[src/rtl/mult_pkg.sv]
// mult_pkg: shared FSM state type and default operand width for the shift-add multiplier
package mult_pkg;
    localparam int DEFAULT_WIDTH = 4;
    typedef enum logic [1:0] {IDLE, CALC, DONE} state_t;
endpackage

[src/rtl/shift_add_multiplier_if.sv]
// shift_add_multiplier_if: request/result bundle between a requester and the multiplier
interface shift_add_multiplier_if import mult_pkg::*; #(parameter int WIDTH = DEFAULT_WIDTH);
    logic               start;
    logic               signed_mode;
    logic [WIDTH-1:0]   X;
    logic [WIDTH-1:0]   Y;
    logic [2*WIDTH-1:0] Z;
    logic               busy;
    logic               done;
    modport master (output start, signed_mode, X, Y, input Z, busy, done);
    modport slave (input start, signed_mode, X, Y, output Z, busy, done);
endinterface

[src/rtl/mult_datapath.sv]
// mult_datapath: accumulator, operand shifters and signed MSB correction for shift-add multiply
module mult_datapath #(
    parameter int WIDTH = 4
) (
    input  logic               clk,
    input  logic               rst,
    input  logic               load,
    input  logic               step,
    input  logic               last,
    input  logic               signed_mode,
    input  logic [WIDTH-1:0]   x,
    input  logic [WIDTH-1:0]   y,
    output logic [2*WIDTH-1:0] product
);
    logic [2*WIDTH-1:0] mcand, acc, term;
    logic [WIDTH-1:0]   mplier;
    logic               sgn;
    // In signed mode the multiplier MSB carries weight -2^(WIDTH-1), so its partial product is subtracted
    always_comb begin
        term    = mplier[0] ? mcand : '0;
        product = (last && sgn) ? acc - term : acc + term;
    end
    always_ff @(posedge clk) begin
        if (rst) begin
            mcand  <= '0;
            mplier <= '0;
            acc    <= '0;
            sgn    <= 1'b0;
        end else if (load) begin
            mcand  <= signed_mode ? {{WIDTH{x[WIDTH-1]}}, x} : {{WIDTH{1'b0}}, x};
            mplier <= y;
            acc    <= '0;
            sgn    <= signed_mode;
        end else if (step) begin
            acc    <= product;
            mcand  <= mcand << 1;
            mplier <= mplier >> 1;
        end
    end
endmodule

[src/rtl/shift_add_multiplier.sv]
// shift_add_multiplier: sequential WIDTH-cycle shift-add multiplier with IDLE/CALC/DONE control
module shift_add_multiplier import mult_pkg::*; #(
    parameter int WIDTH = DEFAULT_WIDTH
) (
    input logic               clock_100Mhz,
    input logic               reset,
    shift_add_multiplier_if.slave bus
);
    localparam int CW = $clog2(WIDTH);
    state_t             state, state_nxt;
    logic [CW-1:0]      cnt;
    logic [2*WIDTH-1:0] z, product;
    logic               accept, step, last;
    always_comb begin
        accept    = state == IDLE && bus.start;
        step      = state == CALC;
        last      = cnt == '0;
        state_nxt = state == IDLE ? (bus.start ? CALC : IDLE) :
                    state == CALC ? (last ? DONE : CALC) : IDLE;
    end
    always_ff @(posedge clock_100Mhz) begin
        if (reset) begin
            state <= IDLE;
            cnt   <= '0;
            z     <= '0;
        end else begin
            state <= state_nxt;
            if (accept)
                cnt <= CW'(WIDTH - 1);
            else if (step && !last)
                cnt <= cnt - CW'(1);
            if (step && last)
                z <= product;
        end
    end
    mult_datapath #(.WIDTH(WIDTH)) u_dp (
        .clk(clock_100Mhz),
        .rst(reset),
        .load(accept),
        .step(step),
        .last(last),
        .signed_mode(bus.signed_mode),
        .x(bus.X),
        .y(bus.Y),
        .product(product)
    );
    assign bus.Z    = z;
    assign bus.busy = state == CALC;
    assign bus.done = state == DONE;
endmodule

[src/flat_wrapper.sv]
// flat-port wrapper written by rule: the top's interface ports become plain ports
module shift_add_multiplier_flat import mult_pkg::*;
#(
    parameter int WIDTH = DEFAULT_WIDTH
)
  (clock_100Mhz, reset, bus_start, bus_signed_mode, bus_X, bus_Y, bus_Z, bus_busy, bus_done);
  shift_add_multiplier_if #(.WIDTH(WIDTH)) bus_i ();
  input logic clock_100Mhz;
  input logic reset;
  input wire logic [$bits(bus_i.start)-1:0] bus_start;
  input wire logic [$bits(bus_i.signed_mode)-1:0] bus_signed_mode;
  input wire logic [$bits(bus_i.X)-1:0] bus_X;
  input wire logic [$bits(bus_i.Y)-1:0] bus_Y;
  output wire logic [$bits(bus_i.Z)-1:0] bus_Z;
  output wire logic [$bits(bus_i.busy)-1:0] bus_busy;
  output wire logic [$bits(bus_i.done)-1:0] bus_done;
  assign bus_i.start = bus_start;
  assign bus_i.signed_mode = bus_signed_mode;
  assign bus_i.X = bus_X;
  assign bus_i.Y = bus_Y;
  assign bus_Z = bus_i.Z;
  assign bus_busy = bus_i.busy;
  assign bus_done = bus_i.done;
  shift_add_multiplier #(.WIDTH(WIDTH)) u_core (.clock_100Mhz(clock_100Mhz), .reset(reset), .bus(bus_i));
endmodule
[config.mk]
export PLATFORM = sky130hd
export DESIGN_NAME = shift_add_multiplier_flat
export DESIGN_NICKNAME = d
export VERILOG_FILES = /design/src/rtl/mult_pkg.sv /design/src/rtl/shift_add_multiplier_if.sv /design/src/rtl/mult_datapath.sv /design/src/rtl/shift_add_multiplier.sv /design/src/flat_wrapper.sv
export SDC_FILE = /design/constraint.sdc
export NUM_CORES = 1
export LEC_CHECK = 0
export ABC_CLOCK_PERIOD_IN_PS = 5410
export CAP_MARGIN = 30
export CORE_MARGIN = 4
export CORE_UTILIZATION = 45
export DETAILED_ROUTE_END_ITERATION = 6
export DONT_BUFFER_PORTS = 1
export GPL_TIMING_DRIVEN = 0
export SETUP_SLACK_MARGIN = 0.2
export SYNTH_ARGS = -nofsm -noshare
export SYNTH_HDL_FRONTEND = slang
export SYNTH_SLANG_ARGS = --single-unit
[constraint.sdc]
create_clock -name clock_100Mhz -period 5.41 [get_ports clock_100Mhz]
set_clock_uncertainty 0.15 [all_clocks]
set_input_delay 0.8115 -clock clock_100Mhz [delete_from_list [all_inputs] [get_ports clock_100Mhz]]
set_output_delay 0.8115 -clock clock_100Mhz [all_outputs]
set_load 0.005 [all_outputs]
======== Word level (Yosys, flattened, before mapping) ========
Index checks and enable logic that the tools add are counted.
storage, ports and cells
  memories ................................ 0
  ROM bits ................................ 0
  output and inout bits ................... 10
  input port bits ......................... 12
  bits in latches ......................... 0
  register bits ........................... 33
  memory bits (writable) .................. 0
cells by class
  order comparisons ....................... 0
  shifts and indexed selects .............. 0
  divide/modulo/power cells ............... 0
  add/sub/neg operators ................... 3
  muxes and demuxes ....................... 13
  bitwise operators ....................... 0
  $mul .................................... 0
  eq/ne operators ......................... 2
  reductions and logical operators ........ 10
operators by type and width
  operator             count
  $mux 8               5
  $mux 2               5
  $add 8x8->8          1
  $mux 4               2
  $sub 8x8->8          1
  $logic_and 1x1->1    4
  $logic_not 2->1      2
  $reduce_bool 2->1    2
  $eq 2x1->1 const B   1
  $eq 2x2->1 const B   1
  $reduce_or 2->1      1
  $sub 2x1->2 const B  1
  $logic_not 1->1      1
  $mux 1               1

======== Depth between registers and ports, before layout ========
Gate-level depths: netlist of run 1.
  word-level depth ........................ 5
  gate-level depth with buffers ........... 13

======== By module ========
A second synthesis of run 1 with hierarchy kept.
second synthesis, totals
  cells, all modules ...................... 218
  area total of the unflattened synthesis .. 1879.3 sq um
modules (own cells, without submodules)
  module                cells an instance  instances  area an instance (sq um)
  mult_datapath         160                1          1370.1
  shift_add_multiplier  58                 1          509.2

======== Least setup slack after synthesis of run 1 ========
No wires, ideal clock.
  path type ............................... flip-flop to flip-flop
  start ................................... register u_core.cnt[0]
  end ..................................... register u_core.u_dp.acc[7]
  data required time ...................... 5.190 ns
  stages on the path, launching flop included .. 14
  arrival ................................. 2.447 ns
  setup time .............................. 0.070 ns
  setup slack ............................. 2.743 ns
  path through ............................ dfxtp_1 inv_1 ha_1 nand2_1 o21ai_0 xnor2_1 nand2_1 ha_1 o211ai_1 a21oi_1 o41ai_4 xnor2_1 or3_1 a21oi_1
between the ends
  word-level cells in the longest chain between the ends .. 3
ends and longest elaborated chain
  item                    RTL line                    text
  start, declared         shift_add_multiplier.sv:11  logic [CW-1:0] cnt;
  start signal, assigned  shift_add_multiplier.sv:29  cnt <= CW'(WIDTH - 1);
  start signal, assigned  shift_add_multiplier.sv:31  cnt <= cnt - CW'(1);
  $logic_not 2->1         shift_add_multiplier.sv:17  last = cnt == '0;
  net u_core.last         shift_add_multiplier.sv:13  logic accept, step, last;
  $logic_and 1x1->1       mult_datapath.sv:21         product = (last && sgn) ? acc - term : acc + term;
  $mux 8                  mult_datapath.sv:21
  end signal, assigned    mult_datapath.sv:35         acc <= product;
  end, declared           mult_datapath.sv:15         logic [2*WIDTH-1:0] mcand, acc, term;
The timed path passes the listed nets, and every way through them passes these cells.
A chain may end at the register's enable or synchronous reset.

======== Worst setup path in the final report of run 1 ========
Same ends and word-level chain as after synthesis.

==> results of run 1 <==
synth_stat cells:
| library cell | number | area (sq um) |
|---|---|---|
| a211oi_1 | 13 | 97.6 |
| a21boi_2 | 1 | 11.3 |
| a21o_1 | 3 | 22.5 |
| a21oi_1 | 16 | 80.1 |
| a22oi_1 | 2 | 15.0 |
| a2bb2o_1 | 1 | 10.0 |
| a31oi_1 | 1 | 6.26 |
| and2_1 | 1 | 6.26 |
| and2_2 | 1 | 7.51 |
| buf_2 | 2 | 10.0 |
| clkbuf_1 | 9 | 33.8 |
| dfxtp_1 | 33 | 661 |
| fa_1 | 1 | 20.0 |
| ha_1 | 8 | 100 |
| inv_1 | 7 | 26.3 |
| mux2i_1 | 6 | 60.1 |
| mux2i_2 | 1 | 13.8 |
| nand2_1 | 33 | 124 |
| nand2b_1 | 5 | 31.3 |
| nor2_1 | 33 | 124 |
| nor2b_1 | 1 | 6.26 |
| nor3_1 | 2 | 10.0 |
| nor3b_1 | 3 | 22.5 |
| nor4_4 | 1 | 21.3 |
| o211ai_1 | 1 | 7.51 |
| o21a_1 | 1 | 7.51 |
| o21ai_0 | 4 | 20.0 |
| o21bai_1 | 1 | 7.51 |
| o31ai_1 | 1 | 7.51 |
| o41ai_4 | 1 | 27.5 |
| or2_2 | 2 | 12.5 |
| or2b_1 | 1 | 7.51 |
| or3_1 | 1 | 6.26 |
| xnor2_1 | 12 | 105 |
| xnor3_1 | 1 | 22.5 |
| xor2_1 | 1 | 8.76 |
cell type report:
| class | count | area, sq um | share of cell area [%] |
|---|---|---|---|
| multi-input cells | 160 | 1030 | 54.0 |
| well taps | 48 | 60.1 | 3.15 |
| plain buffers | 11 | 43.8 | 2.30 |
| inverters | 7 | 26.3 | 1.38 |
| clock buffers | 7 | 86.3 | 4.53 |
| flip-flops and latches | 33 | 661 | 34.6 |
worst max-delay path, stage by stage, from the launching register on:
cell	delay (ns)
dfxtp_1	0.31
inv_1	0.06
ha_1	0.25
nand2_1	0.18
o21ai_0	0.13
xnor2_1	0.16
nand2_1	0.09
ha_1	0.36
o211ai_1	0.21
a21oi_1	0.13
o41ai_4	0.36
xnor2_1	0.11
or3_1	0.31
a21oi_1	0.15
logic make-up after synthesis:
family | Yosys count
xor gates and xnor gates | 14
adders and majority gates | 9
muxes | 7
AOI/OAI and AO/OA | 46
and+or+nand+nor | 84
DFF | 33
buffers and inverters | 18
through the flow:
step	worst slack [ns]	hold WS, ns	cell area, sq um	utilization (%)	power, uW
after floorplan	2.74	0.286	1760	-	457
final	2.39	0.313	1910	51.3	684
after CTS	2.35	0.311	1910	51.3	691
after detailed placement	2.40	0.302	1820	49.0	503
after global placement	2.49	0.299	1820	49.0	496
after global routing	2.14	0.358	1910	51.3	730
report_power, final:
group          internal [uW]  switching (uW)
Clock                    101            84.8
Sequential               265            19.2
Combinational           94.4             119
how the worst min path moves through the flow:
stage	startpoint	end	slack (ns)
CTS	u_core.u_dp.acc[3]$_SDFFE_PP0P_	u_core.u_dp.acc[3]$_SDFFE_PP0P_	0.31
global placement	u_core.u_dp.acc[5]$_SDFFE_PP0P_	u_core.u_dp.acc[5]$_SDFFE_PP0P_	0.30
floorplan	u_core.u_dp.acc[5]$_SDFFE_PP0P_	u_core.u_dp.acc[5]$_SDFFE_PP0P_	0.29
global route	u_core.u_dp.acc[5]$_SDFFE_PP0P_	u_core.u_dp.acc[5]$_SDFFE_PP0P_	0.36
detailed placement	u_core.u_dp.acc[3]$_SDFFE_PP0P_	u_core.u_dp.acc[3]$_SDFFE_PP0P_	0.30
finish	u_core.u_dp.acc[3]$_SDFFE_PP0P_	u_core.u_dp.acc[3]$_SDFFE_PP0P_	0.31
state kept, by name, summed over array words and instances, names as in the netlist:
signal              count
u_core.u_dp.sgn         1
u_core.state            2
u_core.u_dp.mplier      4
u_core.cnt              2
u_core.u_dp.acc         8
u_core.u_dp.mcand       8
u_core.bus.Z            8
routing by layer:
| layer | routed length, um | share of wire, % | up-vias |
|---|---|---|---|
| met1 | 1770 | 45 | 678 |
| met3 | 161 | 4.1 | 6 |
| met2 | 1890 | 48 | 24 |
| met5 | 0 | 0 | - |
| met4 | 74 | 1.9 | 0 |
| li1 | - | - | 723 |
==> results.toml, run 1 <==
[grt]
antenna_found_initial = 0
top_usage_layer = "met2"
grt_overflow = 0
grt_use_met1_pct = 21.0
grt_util_met2_pct = 28.0
grtUsageTotal_pct = 17.0
grt_max_degree = 11
grt_pass1_wl_mm = 6.69
grt_pass1_vias = 1453
grt_use_met3_pct = 4.55

[critical_path]
cp-start-kind = "register"
end_kind = "register"
reg2reg_from = "u_core.cnt[0]$_SDFFE_PP0P_"
cp-startpoint = "u_core.cnt[0]$_SDFFE_PP0P_"
cp_data_required_time_ns = 5.47
worst_ep_arrival_time_ns = 3.08
r2r-end = "u_core.u_dp.acc[7]$_SDFFE_PP0P_"
path_class = "register to register"
crit_fanout = 6
reg2regPathDepth = 13
crit_end = "u_core.u_dp.acc[7]$_SDFFE_PP0P_"
r2r_slack_ns = 2.39

[timing]
worstMarginPinSlew_ns = 0.564
setup_viol = 0
grt_setup_unrepaired = "false"
hold_violations = 0
drv_slew = 0
min_period_ns = 3.02
max_freq_mhz = 331
slew_headroom_pct = 62.4
min_period_over_period_pct = 55.8
setup_tns_ns = 0

[synth]
synthAdderAreaFrac_pct = 6.82
synth_top_family_by_area = "simple AND/OR/NAND/NOR gates"
synth_compound_area_share_pct = 18.2
muxShareOfSynthArea_pct = 4.19
synth_xor_area_share_pct = 7.75
synth_cell_type_count = 36
synth_cells = 211
syn_area_per_cell_sq_um = 8.34
netlist_area_sq_um = 1760
synth_fp_nets = 232
synth_warnings = 0
ys_ff_latch = 33
synth-simple-area-share_pct = 21.5
synth-seq-area-share_pct = 37.5

[cells_and_area]
nFillCells = 372
drive_above_1_share_pct = 6.88
layout_common_cells = "33 x nand2_1, 33 x nor2_1, 33 x dfxtp_1"
layoutNonFillerInstCount = 266
diodes = 0
area_growth_pct = 8.32
final_nets = 239

[pwr]
p_leak_uw = 0.000733
peakVddDrop_v = 0.000209
powerDensity_nw_per_um2 = 359

[flow_run]
maxCapViolCount = 0

[die]
die_area_sq_um = 4980
initial_core_util_pct = 47.4
die_w_um = 70.5
rows = 22
boundaryPins = 22
core-area_sq_um = 3720
die_y_um = 70.5

[clocking]
post_cts_buffers = 0
cts_root_buffer = "clkbuf_8"
insertion_delay_ns = 0.28
path_clk_slew_ns = 0.07
numCtsBuffers = 5
htree_levels = 2
post_cts_resized = 0
cts.path.max_buffers = 2
cts_hold_buf = 0
clock_sinks = 33
cts_tree = "built"

[run_status]
outcome = "complete, no violations"

[min_path]
min_path_cells = 2
holdCritPathClass = "register to register"

[detailed_routing]
detail_route.drc_violations = 0
viasPerCell = 5.38
dr.pass1.iters = 4
avgRoutedWirePerCell_um = 14.6
initialDrtViolationCount = 37
wl_mm = 3.89
detail-route-antenna-nets = 0
num_vias = 1431

[placed_design]
hpwl_mm = 2.93
numPlacedInstances = 259
io_buffers = 0
gp_routability_congestion = 0.857
No activity file was read; power rests on OpenSTA's default activity.
==> run 2, diff against run 1 <==
--- a/config.mk
+++ b/config.mk
@@ -5,7 +5,7 @@
 export SDC_FILE = /design/constraint.sdc
 export NUM_CORES = 1
 export LEC_CHECK = 0
-export ABC_CLOCK_PERIOD_IN_PS = 5410
+export ABC_CLOCK_PERIOD_IN_PS = 2900
 export CAP_MARGIN = 30
 export CORE_MARGIN = 4
 export CORE_UTILIZATION = 45
==> constraint.sdc (replaced) <==
create_clock -name clock_100Mhz -period 2.9 [get_ports clock_100Mhz]
set_clock_uncertainty 0.15 [all_clocks]
set_input_delay 0.435 -clock clock_100Mhz [delete_from_list [all_inputs] [get_ports clock_100Mhz]]
set_output_delay 0.435 -clock clock_100Mhz [all_outputs]
set_load 0.005 [all_outputs]
==> run 2 against run 1 <==
First-iteration DRC count is 14% lower. Hold slack worse by 0.15 ns. Sequential power rose by 87%. Die area did not move. Largest power group unchanged. Non-clock buffer count rose by 8. Cell count grew 3.0%. Wire length is 5.7% higher. Design area increased by 8.5%.
==> results.toml, run 2 (synthesized netlist as in run 1, its figures left out) <==
[detailed_routing]
num_vias = 1452
dr.pass1.iters = 4
detail-route-antenna-nets = 0
wl_mm = 4.11
detail_route.drc_violations = 0
viasPerCell = 5.30
avgRoutedWirePerCell_um = 15.0
initialDrtViolationCount = 32

[flow_run]
maxCapViolCount = 0

[clocking]
clock_sinks = 33
path_clk_slew_ns = 0.06
htree_levels = 2
cts.path.max_buffers = 2
cts_hold_buf = 0
insertion_delay_ns = 0.28
cts_root_buffer = "clkbuf_8"
numCtsBuffers = 5
cts_tree = "built"

[cells_and_area]
layoutNonFillerInstCount = 274
layout_common_cells = "33 x nor2_1, 32 x nand2_1, 28 x dfxtp_1"
final_nets = 247
diodes = 0
drive_above_1_share_pct = 19.0
area_growth_pct = 17.6
nFillCells = 366
mostFrequentLayoutCell = "nor2_1"

[grt]
grt_max_degree = 11
grt_util_met2_pct = 29.3
top_usage_layer = "met2"
grt_pass1_wl_mm = 6.87
grtUsageTotal_pct = 17.5
grt_use_met1_pct = 21.5
grt_use_met3_pct = 4.55
grt_overflow = 0
grt_pass1_vias = 1453
antenna_found_initial = 0

[critical_path]
reg2regPathDepth = 10
reg2reg_from = "u_core.u_dp.mcand[3]$_SDFFE_PP0P_"
r2r-end = "u_core.u_dp.acc[7]$_SDFFE_PP0P_"
end_kind = "register"
worst_ep_arrival_time_ns = 2.78
r2r_slack_ns = 0.18
critical_path.max_stage_delay_ns = 0.42
cp_data_required_time_ns = 2.96
crit_chain = "nor4_4 -> or2b_1 -> o21ai_2 -> xnor2_1 -> nand2_1 -> ha_4 -> o41ai_4 -> xnor2_1 -> or3_1 -> a21oi_2"
critPathSlowestCell = "o41ai_4"
cp-startpoint = "u_core.u_dp.mcand[3]$_SDFFE_PP0P_"
path_class = "register to register"
cp-start-kind = "register"
crit_fanout = 4
crit_top_cell = "xnor2_1"

[placed_design]
gp_routability_congestion = 0.857
io_buffers = 0
hpwl_mm = 2.93
numPlacedInstances = 259

[timing]
max_freq_mhz = 368
min_period_ns = 2.72
worstMarginPinSlew_ns = 0.553
hold_violations = 0
slew_headroom_pct = 63.2
setup_viol = 0
min_period_over_period_pct = 93.7
grt_setup_unrepaired = "true"
drv_slew = 0

[pwr]
p_leak_uw = 0.000797
peakVddDrop_v = 0.000385
seqPwrFrac_pct = 39.3
powerDensity_nw_per_um2 = 654
power_uw = 1350
p_int_uw = 910
pwr-share-comb_pct = 35.3
clkPwrFrac_pct = 25.3
switching_share_pct = 32.8
p_switching_uw = 443

[min_path]
min_from = "bus_signed_mode"
min_path_cells = 2
hold_end = "u_core.u_dp.sgn$_SDFFE_PP0P_"
holdCritPathClass = "input pin to register"

[die]
die_y_um = 70.5
die_w_um = 70.5
boundaryPins = 22
rows = 22
initial_core_util_pct = 47.4
core-area_sq_um = 3720
die_area_sq_um = 4980

[run_status]
outcome = "complete, no violations"
run 2: timing repair:
action	CTS	global route
setup buffers	4	4
pin swaps	8	7
setup endpoints to repair	6	6
gates resized for setup	19	8
gates cloned	0	0
run 2: power groups by stage:
stage	Combinational (uW)	Sequential [uW]	Clock, uW
2_1_floorplan	321	531	0
6_report	478	532	342
3_3_place_gp	387	539	0
4_1_cts	445	532	355
3_5_place_dp	397	541	0
5_1_grt	526	537	378
run 2: final cells by class:
class	count	area (sq um)	share of cell area (%)
sequential	33	672	32.5
tap	48	60.1	2.90
clock buffer	7	86.3	4.17
timing repair buffer	8	60.1	2.90
multi-input combinational	160	1120	54.1
inverter	7	26.3	1.27
buffer	11	45.0	2.18
run 2: stage by stage:
stage / util [%] / instance area (sq um) / hold slack [ns] / setup WS [ns] / setup TNS, ns
after detailed placement: 49.0 / 1820 / 0.302 / -0.107 / -0.242
final: 55.7 / 2070 / 0.164 / 0.183 / 0
after floorplan: - / 1760 / 0.286 / 0.233 / 0
after CTS: 54.3 / 2020 / 0.154 / 0.188 / 0
after global routing: 55.7 / 2070 / 0.173 / 0.0415 / 0
after global placement: 49.0 / 1820 / 0.299 / -0.0194 / -0.0294
run 2: worst max-delay path by stage:
stage	to	slack, ns
6_report	u_core.u_dp.acc[7]$_SDFFE_PP0P_	0.18
5_1_grt	u_core.u_dp.acc[7]$_SDFFE_PP0P_	0.04
4_1_cts	u_core.u_dp.acc[7]$_SDFFE_PP0P_	0.19
3_5_place_dp	u_core.u_dp.acc[7]$_SDFFE_PP0P_	-0.11
3_3_place_gp	u_core.u_dp.acc[6]$_SDFFE_PP0P_	-0.02
2_1_floorplan	u_core.u_dp.acc[7]$_SDFFE_PP0P_	0.23
run 2: layer usage:
metal	vias to the layer above	wire length [um]
met5	-	0
li1	742	-
met1	683	1840
met3	6	139
met2	21	2060
met4	0	70
run 2: critical path, delay by kind of cell, from the launching register on:
family / cells / cell delay [ns]
AOI/OAI and AO/OA: 3 / 0.67
xor gates and xnor gates: 2 / 0.25
adders and majority gates: 1 / 0.19
DFF: 1 / 0.35
and+or+nand+nor: 4 / 1.03
==> run 3, diff against run 2 <==
--- a/config.mk
+++ b/config.mk
@@ -15,4 +15,5 @@
 export SETUP_SLACK_MARGIN = 0.2
 export SYNTH_ARGS = -nofsm -noshare
 export SYNTH_HDL_FRONTEND = slang
+export SYNTH_HIERARCHICAL = 1
 export SYNTH_SLANG_ARGS = --single-unit
==> constraint.sdc (replaced) <==
create_clock -name clock_100Mhz -period 2.9 [get_ports clock_100Mhz]
set_clock_uncertainty 0.15 [all_clocks]
set_input_delay 0.58 -clock clock_100Mhz [delete_from_list [all_inputs] [get_ports clock_100Mhz]]
set_output_delay 0.58 -clock clock_100Mhz [all_outputs]
set_load 0.005 [all_outputs]
==> run 3 against run 2 <==
First-iteration DRC count up 9.4%. Combinational power shrank 17%. Wire length fell by 7.1%. Synthesized cell count increased by 3.3%. Register-to-register slack about the same. Global-route usage down 1.9 points.
==> results.toml, run 3 <==
[synth]
synth_fp_nets = 239
synth_cell_type_count = 45
synthTopCellsByCount = "33 x dfxtp_1, 29 x nor2_1, 28 x nand2_1"
netlist_area_sq_um = 1880
synth.largest_area_cell = "dfxtp_1"
synth_cells = 218
synth-seq-area-share_pct = 35.2
async_flop_share_pct = 0
synth_most_common_cell = "dfxtp_1"
synth.area.top_cells = "dfxtp_1 35%, mux2i_1 7.5%, nor2_1 5.8%"
synth.top_cell.area_share_pct = 35.2
synth_ff_type = "dfxtp_1"
synth_warnings = 6
syn_area_per_cell_sq_um = 8.62
ys_ff_latch = 33
synth_edf_count = 0

[cells_and_area]
final_nets = 253
drive_above_1_share_pct = 22.0
area_growth_pct = 18.0
diodes = 0
layout_common_cells = "29 x dfxtp_1, 28 x nor2_1, 27 x nand2_1"
finish.utilization_pct = 55.1
mostFrequentLayoutCell = "dfxtp_1"

[timing]
max_freq_mhz = 369
setup_tns_ns = 0
grt_setup_unrepaired = "true"
min_period_ns = 2.71
drv_slew = 0
worstMarginPinSlew_ns = 0.624
min_period_over_period_pct = 93.5
hold_violations = 0
setup_viol = 0
slew_headroom_pct = 58.4

[die]
rows = 23
core-area_sq_um = 4030
boundaryPins = 22
die_area_sq_um = 5270
die_y_um = 72.6
initial_core_util_pct = 46.6
die_w_um = 72.6

[grt]
grt_max_degree = 11
grt_pass1_wl_mm = 6.42
grt_pass1_vias = 1418
antenna_found_initial = 0
grt_overflow = 0
grtUsageTotal_pct = 15.7

[critical_path]
crit_fanout = 5
cp_data_required_time_ns = 2.97
path_class = "register to register"
r2r-end = "u_core/bus.Z[7]$_SDFFE_PP0P_"
worst_ep_arrival_time_ns = 2.78
r2r_slack_ns = 0.19
cp-start-kind = "register"
reg2regPathDepth = 13
end_kind = "register"
reg2reg_from = "u_core/u_dp/mcand[2]$_SDFFE_PP0P_"

[min_path]
min_path_cells = 1
holdCritPathClass = "input pin to register"
hold_end = "u_core/cnt[0]$_SDFFE_PP0P_"
min_from = "reset"

[run_status]
outcome = "complete, no violations"

[clocking]
htree_levels = 2
cts_tree = "built"
cts.path.max_buffers = 2
insertion_delay_ns = 0.28
clock_sinks = 33
numCtsBuffers = 5
cts_root_buffer = "clkbuf_8"
path_clk_slew_ns = 0.07

[flow_run]
maxCapViolCount = 0

[detailed_routing]
num_vias = 1494
detail_route.drc_violations = 0
initialDrtViolationCount = 35
detail-route-antenna-nets = 0
dr.pass1.iters = 4
viasPerCell = 5.30
avgRoutedWirePerCell_um = 13.5
wl_mm = 3.82

[placed_design]
io_buffers = 0
hpwl_mm = 2.69
gp_routability_congestion = 0.769

[pwr]
powerDensity_nw_per_um2 = 570
peakVddDrop_v = 0.000360
p_leak_uw = 0.000828
## run 3: cell count changes in the layout (fill, tap and decap cells not counted), sizes merged, moves of 3 or more
cell	delta
a211oi	-7
a21oi	+4
mux2i	+7
nand2	-5
nand2b	+3
nor2	-4
nor2b	+3
nor3	+6
## run 3: area by class of cell
class,count,area (sq um)
tap,50,62.6
inverter,6,22.5
buffer,11,55.1
multi-input combinational,168,1270
fill,392,1810
sequential,33,671
timing repair buffer,7,52.6
clock buffer,7,86.3
## run 3: repair_timing
item                       CTS  global route
buffers inserted             2             5
gates resized for setup     18             8
setup endpoints to repair    6             4
pin swaps                   16            14
hold buffers                 0             0
## run 3: cell families (layout without fill, tap and decap cells)
logic type	Yosys count	count (layout)	synth area share (%)
multiplexers	15	15	8.26
adder cells (fa/ha/maj)	9	9	6.39
flip-flops	33	33	35.2
buffers and inverters	17	31	4.13
XOR/XNOR	13	13	6.06
AND/OR/NAND/NOR	89	89	24.2
AO/OA/AOI/OAI	42	42	15.8
## run 3: critical path, cell delays in order, from the launching register on
cell      delay [ns]
dfxtp_4         0.36
nor4_4          0.32
buf_4           0.17
a21oi_2         0.03
xor2_1          0.14
nand2_1         0.11
ha_4            0.24
o211ai_1        0.10
a21oi_2         0.08
o41ai_4         0.35
xor2_2          0.23
xnor2_1         0.16
nand2_1         0.08
a21oi_1         0.13
## run 3: worst max-delay path by stage
| stage | start | end | slack (ns) | depth (start not counted) |
|---|---|---|---|---|
| finish | u_core/u_dp/mcand[2]$_SDFFE_PP0P_ | u_core/bus.Z[7]$_SDFFE_PP0P_ | 0.19 | 13 |
| global route | u_core/u_dp/mcand[2]$_SDFFE_PP0P_ | u_core/bus.Z[7]$_SDFFE_PP0P_ | 0.03 | 13 |
| CTS | u_core/u_dp/mcand[0]$_SDFFE_PP0P_ | u_core/bus.Z[7]$_SDFFE_PP0P_ | 0.20 | 13 |
| detailed placement | u_core/cnt[0]$_SDFFE_PP0P_ | u_core/bus.Z[7]$_SDFFE_PP0P_ | -0.12 | 14 |
| global placement | u_core/cnt[0]$_SDFFE_PP0P_ | u_core/bus.Z[6]$_SDFFE_PP0P_ | -0.05 | 15 |
| floorplan | u_core/cnt[0]$_SDFFE_PP0P_ | u_core/u_dp/acc[7]$_SDFFE_PP0P_ | 0.21 | 13 |
## run 3: report_power, final
part / switching (uW) / internal [uW]
Clock: 158 / 188
Sequential: 36.0 / 486
Combinational: 195 / 201
Total: 388 / 875
## run 3: stage by stage
step / hold slack [ns] / total power (uW) / cell area (sq um) / cells / setup WS [ns]
6_report: 0.200 / 1260 / 2220 / 282 / 0.189
5_1_grt: 0.191 / 1330 / 2220 / 282 / 0.0325
4_1_cts: 0.192 / 1250 / 2140 / 277 / 0.204
3_5_place_dp: 0.320 / 861 / 1950 / 268 / -0.119
3_3_place_gp: 0.315 / 856 / 1950 / 268 / -0.0462
2_1_floorplan: 0.303 / 801 / 1880 / 218 / 0.209
## run 3: routing by layer
layer	share of wire [%]	global-route usage (%)	wire length, um
met5	0	0	0
met4	1.9	7.38	74
met3	5.0	4.13	189
met2	48	25.3	1840
met1	45	19.5	1710
